## src/rtl/swi_pkg.sv

```systemverilog
// Shared types and defaults for the switch-bank event reader.
// Build option: define SWI_DEBOUNCE_EN to enable per-bit debounce counters.
package swi_pkg;

  localparam int NBITS_DEF      = 8;
  localparam int DEBOUNCE_DEF   = 4;
  localparam int FIFO_DEPTH_DEF = 4;

  function automatic int idxw(input int n);
    return (n > 1) ? $clog2(n) : 1;
  endfunction

  localparam int IDXW = idxw(NBITS_DEF);

  typedef struct packed {
    logic            dir;
    logic [IDXW-1:0] idx;
  } swi_event_t;

endpackage

```

## src/rtl/swi_event_fifo.sv

```systemverilog
// Small event queue: push when not full (or popping), valid/ready pop.
// Output data is forced to zero while empty.
module swi_event_fifo #(
  parameter int WIDTH = 4,
  parameter int DEPTH = 4
) (
  input  logic             clk,
  input  logic             reset,
  input  logic             push,
  input  logic [WIDTH-1:0] wdata,
  output logic             full,
  output logic             valid,
  input  logic             ready,
  output logic [WIDTH-1:0] rdata
);

  localparam int AW = $clog2(DEPTH);

  logic [WIDTH-1:0] mem [DEPTH];
  logic [AW-1:0]    wp;
  logic [AW-1:0]    rp;
  logic [AW:0]      cnt;
  logic             pop;
  logic             wr;

  assign valid = cnt != '0;
  assign full  = cnt == (AW+1)'(DEPTH);
  assign pop   = valid && ready;
  assign wr    = push && (!full || pop);
  assign rdata = valid ? mem[rp] : '0;

  always_ff @(posedge clk) begin
    if (wr) mem[wp] <= wdata;
  end

  always_ff @(posedge clk) begin
    if (reset) begin
      wp  <= '0;
      rp  <= '0;
      cnt <= '0;
    end else begin
      if (wr)  wp <= wp + 1'b1;
      if (pop) rp <= rp + 1'b1;
      unique case ({wr, pop})
        2'b10:   cnt <= cnt + 1'b1;
        2'b01:   cnt <= cnt - 1'b1;
        default: cnt <= cnt;
      endcase
    end
  end

endmodule

```

## src/rtl/swi_event_reader.sv

```systemverilog
// Switch bank front end: sync, debounce, edge pulses, queued change events.
// Build option: SWI_DEBOUNCE_EN enables debounce counters (else direct load).
module swi_event_reader
  import swi_pkg::*;
#(
  parameter int NBITS           = NBITS_DEF,
  parameter int DEBOUNCE_CYCLES = DEBOUNCE_DEF,
  parameter int FIFO_DEPTH      = FIFO_DEPTH_DEF
) (
  input  logic                  clk_2,
  input  logic                  reset,
  input  logic [NBITS-1:0]      SWI,
  output logic [NBITS-1:0]      sw_stable,
  output logic [NBITS-1:0]      sw_rise,
  output logic [NBITS-1:0]      sw_fall,
  output logic                  ev_valid,
  output logic [idxw(NBITS):0]  ev_data,
  input  logic                  ev_ready,
  output logic                  ev_lost
);

  localparam int IW = idxw(NBITS);

  logic [NBITS-1:0] s1;
  logic [NBITS-1:0] s2;
  logic [NBITS-1:0] flip;
  logic [NBITS-1:0] pend;
  logic [NBITS-1:0] pdir;
  logic [NBITS-1:0] clr;
  logic [IW-1:0]    sel;
  logic             found;
  logic             full;
  logic             pop;
  logic             push;

  always_ff @(posedge clk_2) begin
    if (reset) begin
      s1 <= '0;
      s2 <= '0;
    end else begin
      s1 <= SWI;
      s2 <= s1;
    end
  end

`ifdef SWI_DEBOUNCE_EN
  localparam int CW = $clog2(DEBOUNCE_CYCLES + 1);

  logic [CW-1:0] cnt [NBITS];

  always_comb begin
    flip = '0;
    for (int i = 0; i < NBITS; i++) begin
      flip[i] = (s2[i] != sw_stable[i]) &&
                (cnt[i] == CW'(DEBOUNCE_CYCLES - 1));
    end
  end

  always_ff @(posedge clk_2) begin
    for (int i = 0; i < NBITS; i++) begin
      if (reset || s2[i] == sw_stable[i] || flip[i])
        cnt[i] <= '0;
      else
        cnt[i] <= cnt[i] + 1'b1;
    end
  end
`else
  assign flip = s2 ^ sw_stable;
`endif

  always_ff @(posedge clk_2) begin
    if (reset) begin
      sw_stable <= '0;
      sw_rise   <= '0;
      sw_fall   <= '0;
    end else begin
      sw_stable <= sw_stable ^ flip;
      sw_rise   <= flip & s2;
      sw_fall   <= flip & ~s2;
    end
  end

  // lowest pending index wins the single push slot
  always_comb begin
    found = 1'b0;
    sel   = '0;
    for (int i = NBITS - 1; i >= 0; i--) begin
      if (pend[i]) begin
        found = 1'b1;
        sel   = IW'(i);
      end
    end
  end

  assign pop  = ev_valid && ev_ready;
  assign push = found && (!full || pop);
  assign clr  = push ? (NBITS'(1) << sel) : '0;

  always_ff @(posedge clk_2) begin
    if (reset) begin
      pend    <= '0;
      pdir    <= '0;
      ev_lost <= 1'b0;
    end else begin
      pend <= (pend & ~clr) | flip;
      pdir <= (pdir & ~flip) | (s2 & flip);
      if (|(pend & ~clr & flip)) ev_lost <= 1'b1;
    end
  end

  swi_event_fifo #(
    .WIDTH (IW + 1),
    .DEPTH (FIFO_DEPTH)
  ) u_fifo (
    .clk   (clk_2),
    .reset (reset),
    .push  (push),
    .wdata ({pdir[sel], sel}),
    .full  (full),
    .valid (ev_valid),
    .ready (ev_ready),
    .rdata (ev_data)
  );

endmodule

```

## config.mk

```make
export PLATFORM = sky130hd
export DESIGN_NAME = swi_event_reader
export DESIGN_NICKNAME = d
export VERILOG_FILES = /design/src/rtl/swi_pkg.sv /design/src/rtl/swi_event_fifo.sv /design/src/rtl/swi_event_reader.sv
export SDC_FILE = /design/constraint.sdc
export NUM_CORES = 1
export LEC_CHECK = 0
export BUFFER_PORTS_ARGS = -buffer_cell sky130_fd_sc_hd__buf_2
export CORE_MARGIN = 4
export CORE_UTILIZATION = 40
export DETAILED_ROUTE_END_ITERATION = 8
export SYNTH_ARGS = -nofsm -noshare
export SYNTH_HDL_FRONTEND = slang
export SYNTH_SLANG_ARGS = --single-unit
```

## constraint.sdc

```tcl
create_clock -name clk_2 -period 2.4 [get_ports clk_2]
set_clock_uncertainty 0.15 [all_clocks]
set_input_delay 0.36 -clock clk_2 [delete_from_list [all_inputs] [get_ports clk_2]]
set_output_delay 0.36 -clock clk_2 [all_outputs]
set_load 0.05 [all_outputs]
```

After elaboration in Yosys (flattened, before gate mapping)

Memory sizes are Yosys's and may differ from the RTL's. A register that Yosys moved wholly into a read port is not among the register bits.
Index checks and enable logic that the tools add are counted.

Shift operators: 1
Mux-type cells: 25
Bitwise operators: 12
$add $sub $neg: 4
$lt $le $gt $ge: 1
Eq/ne operators: 3
Reduce and logical (&&, ||, !) cells: 8

Operators with widths:

| operator              | number |
|---|---|
| $and A8 B8 Y8         | 5 |
| $mux W3               | 8 |
| $not A8 Y8            | 3 |
| $or A8 B8 Y8          | 2 |
| $xor A8 B8 Y8         | 2 |
| $mux W1               | 11 |
| $mux W8               | 1 |
| $reduce_or A8 Y1      | 1 |
| $shl A1 B3 Y8 const A | 1 |
| $pmux W3 S2           | 1 |
| $add A2 B1 Y2 const B | 2 |
| $lt A3 B4 Y1 const B  | 1 |
| $mux W2               | 2 |
| $mux W4               | 1 |
| $add A3 B1 Y3 const B | 1 |
| $bmux W1 S3           | 1 |
| $eq A3 B3 Y1 const B  | 1 |
| $logic_and A1 B1 Y1   | 3 |
| $reduce_bool A3 Y1    | 1 |
| $sub A3 B1 Y3 const B | 1 |
| $eq A2 B1 Y1 const B  | 1 |
| $eq A2 B2 Y1 const B  | 1 |
| $reduce_bool A2 Y1    | 1 |
| $logic_not A1 Y1      | 1 |
| $logic_or A1 B1 Y1    | 1 |

Output and inout bits: 30
Flip-flop bits (word level): 64
Memories: 1
Bits in writable memories: 16
Input bits: 11

Memory list:

| memory     | depth | width | read ports | clocked after memory_dff | wr ports | line                 | source |
|---|---|---|---|---|---|---|---|
| u_fifo.mem | 4     | 4     | 1          | 1                        | 1        | swi_event_fifo.sv:19 | `logic [WIDTH-1:0] mem [DEPTH];` |

Longest topological paths before layout

Depth after elaboration: 14
Depth in mapped cells: 10

Hierarchy

Synthesis repeated with hierarchy kept, for this count alone.

Cell total of the unflattened synthesis: 303
Area, all modules: 3337.0 um^2

Modules (own cells, without submodules):

| module           | cells each | instances | sequential area each (um^2) | area each (um^2) |
|---|---|---|---|---|
| swi_event_reader | 224        | 1         | 1141.1                      | 2248.4 |
| swi_event_fifo   | 79         | 1         | 660.6                       | 1088.5 |

Worst setup path before layout

No wires, ideal clock.

Kind: reg-to-reg
From: register u_fifo.cnt[0]
To: register u_fifo.cnt[2]
Buffers on the path: 0
Library setup time: 0.071 ns
Cell stages (with the launch flop): 9
Clock period less this slack: 2.463 ns
Data arrival time: 2.242 ns
Slack: -0.063 ns
Cell sequence: dfxtp_1 > or3_1 > and2_1 > ha_1 > inv_1 > fa_1 > xor2_1 > or3_1 > a21oi_1

Word-level cells in the longest chain between the ends: 7

Ends and longest elaborated chain:

| element                                           | line                   | source |
|---|---|---|
| start: declaration                                | swi_event_fifo.sv:22   | `logic [AW:0] cnt;` |
| start signal: assignment                          | swi_event_fifo.sv:45   | `2'b10: cnt <= cnt + 1'b1;` |
| start signal: assignment                          | swi_event_fifo.sv:46   | `2'b01: cnt <= cnt - 1'b1;` |
| start signal: assignment                          | swi_event_fifo.sv:47   | `default: cnt <= cnt;` |
| $reduce_bool A3 Y1 (*)                            | swi_event_fifo.sv:26   | `assign valid = cnt != '0;` |
| net ev_valid                                      | swi_event_reader.sv:16 | `output logic ev_valid,` |
| $logic_and A1 B1 Y1 (*)                           | swi_event_reader.sv:95 | `assign pop = ev_valid && ev_ready;` |
| net pop                                           | swi_event_reader.sv:33 | `logic pop;` |
| $logic_or A1 B1 Y1                                | swi_event_reader.sv:96 | `assign push = found && (!full \|\| pop);` |
| $logic_and A1 B1 Y1                               | swi_event_reader.sv:96 |  |
| $logic_and A1 B1 Y1                               | swi_event_fifo.sv:29   | `assign wr = push && (!full \|\| pop);` |
| $eq A2 B1 Y1 or $eq A2 B2 Y1 (tied branches)      | swi_event_fifo.sv:44   | `unique case ({wr, pop})` |
| $pmux W3 S2 or $reduce_bool A2 Y1 (tied branches) | n/a                    |  |

The timed path passes the listed nets; every way through them passes the cells marked *.
A chain may end at the register's enable or synchronous reset.

Worst setup path after layout

From: register pend[1]
To: register u_fifo.cnt[2]

Word-level cells in the longest chain between the ends: 6

Ends and longest elaborated chain:

| element                                           | line                    | source |
|---|---|---|
| start: declaration                                | swi_event_reader.sv:27  | `logic [NBITS-1:0] pend;` |
| start signal: assignment                          | swi_event_reader.sv:105 | `pend <= (pend & ~clr) \| flip;` |
| $mux W1 (*) (2 in a row)                          | swi_event_reader.sv:88  | `if (pend[i]) begin` |
| $logic_and A1 B1 Y1 (*)                           | swi_event_reader.sv:96  |  |
| $logic_and A1 B1 Y1 (*)                           | swi_event_fifo.sv:29    |  |
| $eq A2 B1 Y1 or $eq A2 B2 Y1 (tied branches)      | swi_event_fifo.sv:44    |  |
| $pmux W3 S2 or $reduce_bool A2 Y1 (tied branches) | n/a                     |  |

Every way passes the cells marked *; elsewhere a longest branch is shown, timed or not.

==> results.json <==
{
  "drv_cap": 0,
  "synth_top_area_cell": "dfxtp_1",
  "insertion_delay_ns": 0.34,
  "hpwl_um": 3860,
  "die_y_um": 98.4,
  "dr.pass1.iters": 4,
  "synth_area_leaders": "dfxtp_1 (40%), edfxtp_1 (15%), ha_1 (8.0%), nor2b_1 (6.1%), nor2_1 (4.3%)",
  "antenna_found_initial": 0,
  "crit_chain": "nor4_4, a31oi_4, inv_1, ha_2, inv_1, fa_2, xor2_1, or3_1, a21oi_1",
  "cpMostUsedCell": "inv_1",
  "drive_gt1_share_pct": 22.2,
  "start_util_pct": 41.6,
  "hold_end": "s1[2]",
  "critPathMaxFanout": 2,
  "setup_viol": 0,
  "cts_buffers": 9,
  "nets": 379,
  "netlist_instances": 294,
  "gp_congestion": 0.807,
  "placed_cells": 436,
  "cpMaxStageDelayCell": "nor4_4",
  "grt_use_total_pct": 11.8,
  "fmaxAchievable_ghz": 0.445,
  "startpoint_type": "flip-flop",
  "maxSlewViolCount": 0,
  "whs_ns": 0.0682,
  "leakagePower_nw": 1.67,
  "final_cells": 453,
  "syn2layout_area_growth_pct": 18.8,
  "r2r_end": "u_fifo.cnt[2]",
  "synth_area_per_cell_um2": 11.1,
  "reg2reg_slack_ns": 0.15,
  "cts_root_buf": "clkbuf_8",
  "grt_pass1_wl_um": 9100,
  "worstPathRequired_ns": 2.52,
  "boundaryPins": 41,
  "synth_top_area_share_pct": 40.4,
  "diodes": 0,
  "fill_cells": 755,
  "final_common_cell": "dfxtp_1",
  "cts_tree": "yes",
  "grt_start_max_net_pins": 33,
  "worstSetupPathType": "reg -> reg",
  "hold_buffers": 0,
  "ir_drop_uv": 534,
  "hold_viol": 0,
  "clkSlewWorstSetupHoldPaths_ns": 0.08,
  "hold_start": "SWI[2]",
  "reg2reg_from": "pend[1]",
  "grt_overflow": 0,
  "wirelength_um": 5360,
  "yosys_register_bits": 82,
  "synth_nets": 327,
  "ys_types": 37,
  "die_x_um": 98.4,
  "hold_depth": 2,
  "htreeDepth": 3,
  "mostFrequentLayoutCells": "dfxtp_1 (65), buf_2 (40), nor2_1 (36), nor2b_1 (32), inv_1 (26)",
  "netlist_area_um2": 3270,
  "drtIter0Drc": 72,
  "reg2reg_depth": 9,
  "fin_crit_ns": 2.25,
  "arrival_ns": 2.37,
  "power_mw": 5.07,
  "hold_class": "in -> reg",
  "slew_headroom_pct": 63.6,
  "first_global_vias": 1988,
  "portBuffers": 40,
  "die_area_um2": 9680,
  "slowest_delay_ns": 0.35,
  "cts.sinks": 82,
  "viasPerCell": 4.59,
  "num_rows": 32,
  "num_vias": 2080,
  "end_kind": "flip-flop",
  "postRouteAntennaNets": 0,
  "core-area_um2": 7850,
  "status": "finished clean",
  "worst_slew_pin_slew_ns": 0.546,
  "ys_seq_area_share_pct": 55.2,
  "fin_crit_sh_pct": 93.6,
  "drc": 0,
  "cts.path.max_buffers": 2,
  "yosys_warnings": 0,
  "p_per_area_nw_per_um2": 1310,
  "wl_per_cell_um": 11.8
}
worst max path at each step:
stage	start	to
finish	pend[1]	u_fifo.cnt[2]
global route	pend[1]	u_fifo.cnt[2]
CTS	pend[3]	u_fifo.mem[0][3]
detailed placement	ev_ready	u_fifo.cnt[2]
global placement	ev_ready	u_fifo.cnt[2]
floorplan	pend[1]	u_fifo.cnt[2]
repair_timing:
item,4_1_cts,5_1_grt
setup buffers,0,1
resized for setup,0,3
endpoints found under the setup margin,0,5
cell type report:
type,instances,area [µm²],share of cell area [%]
sequential,82,1800,46.5
timing repair buffer,50,275,7.09
clock buffer,10,128,3.29
tap,102,128,3.29
clock inverter,6,81.3,2.10
multi-input combinational,177,1370,35.2
inverter,26,97.6,2.52
worst max-delay path, delay by kind of cell, from the launching register on:
family	cells	cell delay, ns
and+or+nand+nor	2	0.65
adders and majority gates	2	0.50
DFF	1	0.33
AOI/OAI and AO/OA	2	0.27
xor gates and xnor gates	1	0.15
buffers and inverters	2	0.13
Yosys cell counts (all sizes together):
library cell / number
fa: 1
o41ai: 2
o22ai: 3
nor2b: 32
inv: 26
a2111oi: 1
clkbuf: 6
nor4b: 1
a221o: 2
nor3b: 1
a221oi: 1
mux4: 4
nor3: 3
nand3: 1
buf: 3
or3: 3
edfxtp: 16
and2: 9
nand2: 7
a21oi: 13
mux2: 2
xnor2: 2
o31ai: 1
ha: 21
xor2: 11
dfxtp: 66
o21ai: 3
a31oi: 2
mux2i: 8
o221ai: 1
nor2: 37
nand2b: 4
nor4: 1
kinds of logic (layout without fill, tap and decap cells):
logic type / after synthesis / count (layout) / synth area share [%]
and+or+nand+nor: 99 / 99 / 16.4
DFF: 82 / 82 / 55.2
buffers and inverters: 35 / 92 / 4.10
AOI/OAI and AO/OA: 29 / 29 / 6.36
adders and majority gates: 22 / 22 / 8.66
muxes: 14 / 14 / 5.90
xor gates and xnor gates: 13 / 13 / 3.49
power by group:
part	leakage, nW	total, mW	internal [mW]	switching [mW]
registers	0.693	2.01	1.79	0.221
logic	0.874	2.01	0.776	1.24
clock network	0.105	1.04	0.579	0.465
metal layers:
metal,track usage (%),wire (µm),up-vias
met1,15.2,2610,961
met2,17.6,2380,34
met5,0,0,-
met3,4.36,280,8
met4,5.36,101,0
li1,-,-,1077
per-stage QoR:
step,utilization (%),worst slack (ns),setup TNS [ns],cell area [µm²]
CTS,49.2,0.0347,0,3860
finish,49.4,0.153,0,3880
global placement,46.5,0.0891,0,3650
global route,49.4,-0.00893,-0.00893,3880
detailed placement,46.5,0.0471,0,3650
floorplan,-,0.0380,0,3300
(Power assumes the default switching activity.)
